==> config.mk <==
export PLATFORM = sky130hd
export DESIGN_NAME = orv64_div
export DESIGN_NICKNAME = d
export VERILOG_FILES = /design/src/rtl/orv64_div.sv
export SDC_FILE = /design/constraint.sdc
export NUM_CORES = 1
export LEC_CHECK = 0
export ABC_CLOCK_PERIOD_IN_PS = 11600
export BUFFER_PORTS_ARGS = -buffer_cell sky130_fd_sc_hd__buf_2
export CAP_MARGIN = 30
export CORE_ASPECT_RATIO = 0.9
export CORE_MARGIN = 8
export CORE_UTILIZATION = 35
export DETAILED_ROUTE_END_ITERATION = 12
export SLEW_MARGIN = 20
export SYNTH_ARGS = -nofsm -noshare
export SYNTH_HDL_FRONTEND = slang
export SYNTH_SLANG_ARGS = --single-unit
==> constraint.sdc <==
create_clock -name clk -period 11.6 [get_ports clk]
set_clock_uncertainty 0.1 [all_clocks]
set_input_delay 2.32 -clock clk [delete_from_list [all_inputs] [get_ports clk]]
set_output_delay 2.32 -clock clk [all_outputs]
set_load 0.03 [all_outputs]
==> src/rtl/orv64_div.sv <==
// orv64_div - iterative radix-2 restoring integer divider for the ORV64 execute stage.
// Implements DIV/DIVU/REM/REMU and DIVW/DIVUW/REMW/REMUW with RISC-V divide-by-zero
// and signed-overflow results. Operands are converted to magnitudes on accept, N
// restoring iterations produce quotient and remainder, and a fix-up cycle restores
// signs and selects the result.
//
// Optional feature: define ORV64_DIV_FAST_SPECIAL_EN to finish divide-by-zero,
// signed overflow and |dividend| < |divisor| directly on accept (complete at T+1).
//
// Ports:
//   clk          clock
//   rst_n        synchronous active-low reset
//   start_pulse  request, accepted only when idle and not killed
//   kill         flush, aborts any operation without a complete
//   rs1, rs2     dividend, divisor (only sampled in the accept cycle)
//   is_signed    signed operation
//   is_rem       return remainder instead of quotient
//   is_word      32-bit W form, result sign-extended from bit 31
//   rd           result, held until the next complete
//   complete     one-cycle pulse, rd valid
//   busy         operation in progress (state != IDLE)
module orv64_div #(
  parameter int XLEN = 64
) (
  input  logic            clk,
  input  logic            rst_n,
  input  logic            start_pulse,
  input  logic            kill,
  input  logic [XLEN-1:0] rs1,
  input  logic [XLEN-1:0] rs2,
  input  logic            is_signed,
  input  logic            is_rem,
  input  logic            is_word,
  output logic [XLEN-1:0] rd,
  output logic            complete,
  output logic            busy
);

  localparam int HX = XLEN / 2;

  typedef enum logic [1:0] {
    IDLE = 2'd0,
    ITER = 2'd1,
    FIX  = 2'd2,
    DONE = 2'd3
  } state_t;

  state_t            r_state;
  state_t            w_next;
  logic [XLEN-1:0]   r_rem;
  logic [XLEN-1:0]   r_quo;
  logic [XLEN-1:0]   r_div;
  logic [6:0]        r_cnt;
  logic              r_word;
  logic              r_is_rem;
  logic              r_neg_q;
  logic              r_neg_r;
  logic [XLEN-1:0]   r_rd;

  // Operand preparation (accept cycle): W forms extend bit HX-1 first.
  logic [XLEN-1:0]   w_a;
  logic [XLEN-1:0]   w_b;
  logic              w_a_neg;
  logic              w_b_neg;
  logic [XLEN-1:0]   w_a_mag;
  logic [XLEN-1:0]   w_b_mag;
  logic              w_accept;
  logic              w_fast;
  logic [XLEN-1:0]   w_fast_res;

  assign w_a = is_word ? {{HX{is_signed & rs1[HX-1]}}, rs1[HX-1:0]} : rs1;
  assign w_b = is_word ? {{HX{is_signed & rs2[HX-1]}}, rs2[HX-1:0]} : rs2;
  assign w_a_neg = is_signed & w_a[XLEN-1];
  assign w_b_neg = is_signed & w_b[XLEN-1];
  assign w_a_mag = w_a_neg ? (~w_a + {{(XLEN-1){1'b0}}, 1'b1}) : w_a;
  assign w_b_mag = w_b_neg ? (~w_b + {{(XLEN-1){1'b0}}, 1'b1}) : w_b;
  assign w_accept = start_pulse & ~kill;

`ifdef ORV64_DIV_FAST_SPECIAL_EN
  logic            w_dz;
  logic            w_ovf;
  logic            w_small;
  logic [XLEN-1:0] w_fast_raw;

  assign w_dz    = (w_b == {XLEN{1'b0}});
  assign w_ovf   = is_signed & (w_b == {XLEN{1'b1}}) &
                   (is_word ? (w_a[HX-1:0] == {1'b1, {(HX-1){1'b0}}})
                            : (w_a == {1'b1, {(XLEN-1){1'b0}}}));
  assign w_small = (w_a_mag < w_b_mag);
  assign w_fast  = w_dz | w_ovf | w_small;

  // Fast-path result: dz -> q=-1,r=a; ovf -> q=a,r=0; small -> q=0,r=a.
  always_comb begin
    w_fast_raw = {XLEN{1'b0}};
    if (w_dz) begin
      w_fast_raw = is_rem ? w_a : {XLEN{1'b1}};
    end else if (w_ovf) begin
      w_fast_raw = is_rem ? {XLEN{1'b0}} : w_a;
    end else begin
      w_fast_raw = is_rem ? w_a : {XLEN{1'b0}};
    end
  end
  assign w_fast_res = is_word ? {{HX{w_fast_raw[HX-1]}}, w_fast_raw[HX-1:0]} : w_fast_raw;
`else
  assign w_fast     = 1'b0;
  assign w_fast_res = {XLEN{1'b0}};
`endif

  // One restoring step: shift in next dividend bit, trial-subtract divisor.
  logic [XLEN:0]     w_shift;
  logic [XLEN:0]     w_diff;
  logic              w_last;
  assign w_shift = {r_rem, r_quo[XLEN-1]};
  assign w_diff  = w_shift - {1'b0, r_div};
  assign w_last  = (r_cnt == (r_word ? 7'(HX - 1) : 7'(XLEN - 1)));

  // Sign fix-up and result selection; a zero divisor leaves q = all ones of N bits.
  logic [XLEN-1:0]   w_q;
  logic [XLEN-1:0]   w_r;
  logic [XLEN-1:0]   w_sel;
  logic [XLEN-1:0]   w_res;
  assign w_q   = r_neg_q ? (~r_quo + {{(XLEN-1){1'b0}}, 1'b1}) : r_quo;
  assign w_r   = r_neg_r ? (~r_rem + {{(XLEN-1){1'b0}}, 1'b1}) : r_rem;
  assign w_sel = r_is_rem ? w_r : w_q;
  assign w_res = r_word ? {{HX{w_sel[HX-1]}}, w_sel[HX-1:0]} : w_sel;

  // State register.
  always_ff @(posedge clk) begin
    if (!rst_n) begin
      r_state <= IDLE;
    end else begin
      r_state <= w_next;
    end
  end

  // Next-state logic; kill returns to IDLE from any state.
  always_comb begin
    w_next = r_state;
    case (r_state)
      IDLE: begin
        if (w_accept) begin
          w_next = w_fast ? DONE : ITER;
        end else begin
          w_next = IDLE;
        end
      end
      ITER: begin
        if (kill) begin
          w_next = IDLE;
        end else if (w_last) begin
          w_next = FIX;
        end else begin
          w_next = ITER;
        end
      end
      FIX: begin
        if (kill) begin
          w_next = IDLE;
        end else begin
          w_next = DONE;
        end
      end
      DONE:    w_next = IDLE;
      default: w_next = IDLE;
    endcase
  end

  // Output decode from the state register.
  always_comb begin
    complete = 1'b0;
    busy     = 1'b1;
    case (r_state)
      IDLE:    busy = 1'b0;
      DONE:    complete = 1'b1;
      default: begin
        complete = 1'b0;
        busy     = 1'b1;
      end
    endcase
  end

  // Datapath registers.
  always_ff @(posedge clk) begin
    if (!rst_n) begin
      r_rem    <= {XLEN{1'b0}};
      r_quo    <= {XLEN{1'b0}};
      r_div    <= {XLEN{1'b0}};
      r_cnt    <= 7'd0;
      r_word   <= 1'b0;
      r_is_rem <= 1'b0;
      r_neg_q  <= 1'b0;
      r_neg_r  <= 1'b0;
      r_rd     <= {XLEN{1'b0}};
    end else begin
      case (r_state)
        IDLE: begin
          if (w_accept) begin
            r_rem    <= {XLEN{1'b0}};
            // W forms: dividend placed in the top half so its msb leads the shift.
            r_quo    <= is_word ? {w_a_mag[HX-1:0], {HX{1'b0}}} : w_a_mag;
            r_div    <= w_b_mag;
            r_cnt    <= 7'd0;
            r_word   <= is_word;
            r_is_rem <= is_rem;
            // Zero divisor keeps the all-ones quotient unsigned.
            r_neg_q  <= (w_a_neg ^ w_b_neg) & (w_b != {XLEN{1'b0}});
            r_neg_r  <= w_a_neg;
            if (w_fast) begin
              r_rd <= w_fast_res;
            end
          end
        end
        ITER: begin
          r_cnt <= r_cnt + 7'd1;
          if (!w_diff[XLEN]) begin
            r_rem <= w_diff[XLEN-1:0];
            r_quo <= {r_quo[XLEN-2:0], 1'b1};
          end else begin
            r_rem <= w_shift[XLEN-1:0];
            r_quo <= {r_quo[XLEN-2:0], 1'b0};
          end
        end
        FIX: begin
          if (!kill) begin
            r_rd <= w_res;
          end
        end
        default: begin
          r_cnt <= r_cnt;
        end
      endcase
    end
  end

  assign rd = r_rd;

endmodule

# Word level (Yosys, flattened, before mapping)
# Cells that the tools add are included.
dict set report classes {
  add_sub_neg 6
  eq_ne 5
  muxes 25
  n_bitwise 12
  n_reduce_logical 6
}
# cell n
set ops {}
lappend ops {{2-to-1 mux 64 bit} 12}
lappend ops {{adder 64 x 1 -> 64 bit (second input constant)} 4}
lappend ops {{inverter 64 bit} 4}
lappend ops {{one-hot mux 64 bit (2 select lines)} 2}
lappend ops {{subtractor 65 x 64 -> 65 bit} 1}
lappend ops {{nonzero test 64 bit} 1}
lappend ops {{one-hot mux 7 bit (2 select lines)} 1}
lappend ops {{one-hot mux 2 bit (4 select lines)} 1}
lappend ops {{adder 7 x 1 -> 7 bit (second input constant)} 1}
lappend ops {{== test 7 x 6 -> 1 bit} 1}
lappend ops {{2-to-1 mux 7 bit} 1}
lappend ops {{AND 1 bit} 6}
lappend ops {{2-to-1 mux 2 bit} 3}
lappend ops {{2-to-1 mux 6 bit} 1}
lappend ops {{AND reduction 2 bit} 3}
lappend ops {{== test 2 bit (second input constant)} 2}
lappend ops {{2-to-1 mux 1 bit} 4}
lappend ops {{== test 2 x 1 -> 1 bit (second input constant)} 1}
lappend ops {{zero test 2 bit} 1}
lappend ops {{!= test 2 bit (second input constant)} 1}
lappend ops {{nonzero test 2 bit} 1}
lappend ops {{inverter 1 bit} 1}
lappend ops {{bitwise XOR 1 bit} 1}
dict set report totals {
  ff_bits 269
  in_bits 135
  output_inout_bits 66
  wordCells 64
}

# Longest topological paths before layout
dict set report depth {
  ltp_word 8
  ltp_mapped 15
  mapped_depth_nobuf 14
}

# Least setup slack after synthesis
# Ideal clock, no wire load.
dict set report synth_timing {
  path_type {input to register}
  startpoint {input port rs2[6]}
  endpoint {register r_div[52]}
  setup_time_ps 119
  t_arrival_ps 5769
  t_required_ps 11381
  setup_slack_ps 5612
  path_stages 11
  path_buffers 0
  cell_sequence {or4_1 -> or4b_4 -> or4_4 -> or4_4 -> or4_4 -> nor2_4 -> o2111ai_4 -> a211oi_1 -> nor3_1 -> o21ai_1 -> a21boi_1}
}
dict set report synth_via {
  elab_chain_len 4
}
# element line_no
set synth_rtl {}
lappend synth_rtl {{start: declaration} 30} ;# input logic [XLEN-1:0] rs2,
lappend synth_rtl {{2-to-1 mux 64 bit} 72} ;# assign w_b = is_word ? {{HX{is_signed & rs2[HX-1]}}, rs2[HX-1:0]} : rs2;
lappend synth_rtl {{inverter 64 bit} 76} ;# assign w_b_mag = w_b_neg ? (~w_b + {{(XLEN-1){1'b0}}, 1'b1}) : w_b;
lappend synth_rtl {{adder 64 x 1 -> 64 bit} 76}
lappend synth_rtl {{2-to-1 mux 64 bit} 76}
lappend synth_rtl {{end signal: assignment} 187} ;# r_div <= {XLEN{1'b0}};
lappend synth_rtl {{end signal: assignment} 201} ;# r_div <= w_b_mag;
lappend synth_rtl {{end: declaration} 52} ;# logic [XLEN-1:0] r_div;
# No other way between the ends.
# A chain may end at the register's enable or synchronous reset.

# Worst setup path after layout
dict set report layout_timing {
  startpoint {input port rs2[6]}
  endpoint {register r_div[62]}
}
# Same word-level chain as after synthesis.

==> metrics.md <==
| Metric | Value |
|---|---|
| Slew headroom | `0.323` |
| CTS Buffer Depth | `3` |
| Top-area cell type share of the netlist area | `0.255` |
| Die height | `about 250 µm` |
| RSZ-0062 raised after global routing | `false` |
| First-pass GRT wire length | `between 100000 and 150000 µm` |
| Hold Buf Count CTS | `0` |
| Post-synthesis sequential area ratio | `0.255` |
| Total track usage | `0.218` |
| Synth cell types | `67` |
| Die Wd | `275 µm` |
| CTS tree | `done` |
| Hold WC Path Type | `flop to flop` |
| Inserted Clock Buffers | `30` |
| Routed vias | `~21000` |
| Core Util, Final | `0.398` |
| Clock transition at the registers of the reported paths | `roughly 60 ps` |
| Synthesized Nets | `around 3100` |
| Max-slew violations | `0` |
| Max rail drop VDD | `between 300 and 400 µV` |
| Hold Vio Cnt, Final | `0` |
| DRC errors left | `0` |
| Asr flop ratio synth | `0` |
| Most common cell after layout, fill and taps aside | `nand2_1` |
| Top_reg_cell synth | `dfxtp_1` |
| Max H-tree Level | `1` |
| Routed vias/inst | `5.68` |
| Wire per inst | `between 20 and 25 µm` |
| LEAKAGE | `approximately 9.7 nW` |
| DRT antenna net count | `0` |
| DRT Wirelength | `between 70000 and 80000 µm` |
| Setup TNS | `0 ps` |
| Yosys reg bits | `~270` |
| Largest net degree at the start of global routing | `91` |
| Largest cells by area after synthesis | `dfxtp_1 25%, o21ai_0 7.3%, xnor2_1 6.5%` |
| Status | `finished, final reports clean` |
| Critical Path RT | `11980 ps` |
| Power Density | `around 220 nW/µm²` |
| CTS Sinks | `269` |
| Worst EP arrival | `6140 ps` |
| CP Class | `input port to flop` |
| Port bufs | `200` |
| Crit-path max FO | `6` |
| Core footprint | `59800 µm²` |
| Tcrit/Tclk final | `0.497` |
| I/O Pins | `about 200` |
| Die area | `68500 µm²` |
| Syn-to-layout area delta | `12.4%` |
| Share of cells above drive strength 1 | `0.105` |
| Synth Cell Area | `between 20000 and 25000 µm²` |
| Crit. End Element | `flop` |
| Synthesized instance count | `2897` |
| Global route total overflow | `0` |
| Final setup fails | `0` |
| GPL Wtd Cong | `0.961` |
| Vias in the first global route | `19705` |
| Worst-skew pair later-pin latency | `600 ps` |
| Leading area contributor after synthesis | `dfxtp_1` |
| Post-CTS Setup Bufs | `0` |
| Startpoint Class | `input port` |
| Synth Warn # | `0` |
| CTS resizes | `0` |
| Most frequent cells in the layout | `343 x nand2_1, 310 x o21ai_0, 266 x dfxtp_1` |
| Actual slew at the worst max-slew pin | `1010 ps` |
| HPWL Detailed | `approximately 60000 µm` |
| # fillers | `6351` |
| DRT iter0 DRCs | `2306` |
| Max Clk Rate | `173 MHz` |
| Nets | `3159` |
| Starting Density | `0.354` |
| Root buffer cell | `clkbuf_16` |
| Number of flops mapped to enable cells by yosys | `0` |
| Mean post-synth cell area | `7.30 µm²` |
| Initial antenna violation count | `4` |
| Period minus WS final | `5770 ps` |
| Maxcap violations | `0` |
| 1st-pass router iterations | `5` |
| Worst hold slack | `360 ps` |
| FP Rows | `85` |
routing by layer:
layer	global-route usage	wire [µm]	vias to the layer above
li1	-	-	10485
met1	0.329	37500	9949
met2	0.313	31900	843
met3	0.0377	6570	90
met4	0.0594	1990	0
met5	0	0	-
cell usage after synthesis, types with 4 or more instances:
cell / n
nand2_1: 344
o21ai_0: 310
dfxtp_1: 269
a21oi_1: 222
clkbuf_1: 187
nor2_1: 176
xnor2_1: 156
xor2_1: 135
inv_1: 123
ha_1: 69
o31ai_1: 62
and2_1: 60
mux2i_1: 57
nor3_1: 56
a21boi_0: 50
nand3_1: 39
or3_1: 39
o211ai_1: 38
a21o_1: 35
nand4_1: 33
o211a_1: 33
or4_1: 32
nor4_1: 31
o41ai_1: 29
nand2b_1: 25
a22oi_1: 23
nor2b_1: 23
a31oi_1: 22
o22ai_1: 22
o21a_1: 21
o221ai_1: 20
a211oi_1: 18
o21bai_1: 17
and3_1: 16
or2_2: 15
buf_1: 13
a221oi_1: 10
a22o_1: 8
a2bb2oi_1: 8
nand3b_1: 4
worst max-delay path, cell delays in order:
cell       delay (ps)
buf_2             120
or4_1             540
or4b_4            530
or4_4             580
or4_4             550
or4_4             590
nor2_4            150
o2111ai_4         180
o21ai_2           170
xor2_1            160
o21ai_1            70
and2_1            180
area by class of cell:
type	instances	area (µm²)	share of cell area
Antenna cell	4	10.0	0.000421
Inverter	123	462	0.0194
Tap cell	783	980	0.0412
Clock inverter	13	260	0.0110
Timing Repair Buffer	226	1230	0.0516
Clock buffer	43	870	0.0366
Multi-Input combinational cell	2304	14600	0.613
Sequential cell	269	5390	0.227
power breakdown:
part / switching (mW) / total, mW / internal [mW]
Sequential: 0.146 / 1.14 / 0.998
Combinational: 1.80 / 3.03 / 1.22
Clock: 0.422 / 1.10 / 0.676
cells by family (layout without fill, tap and decap cells):
family,count (synthesis),after routing,synth area share
muxes,58,58,0.0275
buffers and inverters,324,405,0.0576
and+or+nand+nor,910,910,0.207
other,0,4,0
xor gates and xnor gates,291,291,0.121
AOI/OAI and AO/OA,975,975,0.291
DFF,269,269,0.255
adders and majority gates,70,70,0.0418
state kept, by name, indices dropped and copies added (netlist names):
| register | flops |
|---|---|
| r_cnt | 7 |
| r_div | 64 |
| r_is_rem | 1 |
| r_neg_q | 1 |
| r_neg_r | 1 |
| r_quo | 64 |
| r_rem | 64 |
| r_state | 2 |
| r_word | 1 |
| rd | 64 |
worst paths after layout:
check,start,endpoint,slack (ps),cells after the start
hold reg to reg,rd[12]$_SDFFE_PN0P_,rd[12]$_SDFFE_PN0P_,360,2
setup / recovery,rs2[6],r_div[62]$_SDFFE_PN0P_,5830,12
setup reg to reg,r_quo[63]$_SDFFE_PN0P_,r_rem[23]$_SDFFE_PN0P_,6030,16
hold / removal,rd[12]$_SDFFE_PN0P_,rd[12]$_SDFFE_PN0P_,360,2
per-stage QoR:
stage | cells | total power [mW] | instance area [µm²] | setup slack [ps]
6_report | 3765 | 5.27 | 23800 | 5830
5_1_grt | 3763 | 5.63 | 23800 | 5630
4_1_cts | 3759 | 5.20 | 23700 | 5800
3_5_place_dp | 3703 | 4.09 | 22600 | 5250
3_3_place_gp | 3702 | 4.10 | 22600 | 5250
2_1_floorplan | 2897 | 3.38 | 21100 | 5610
No activity file was read; power rests on OpenSTA's default activity.
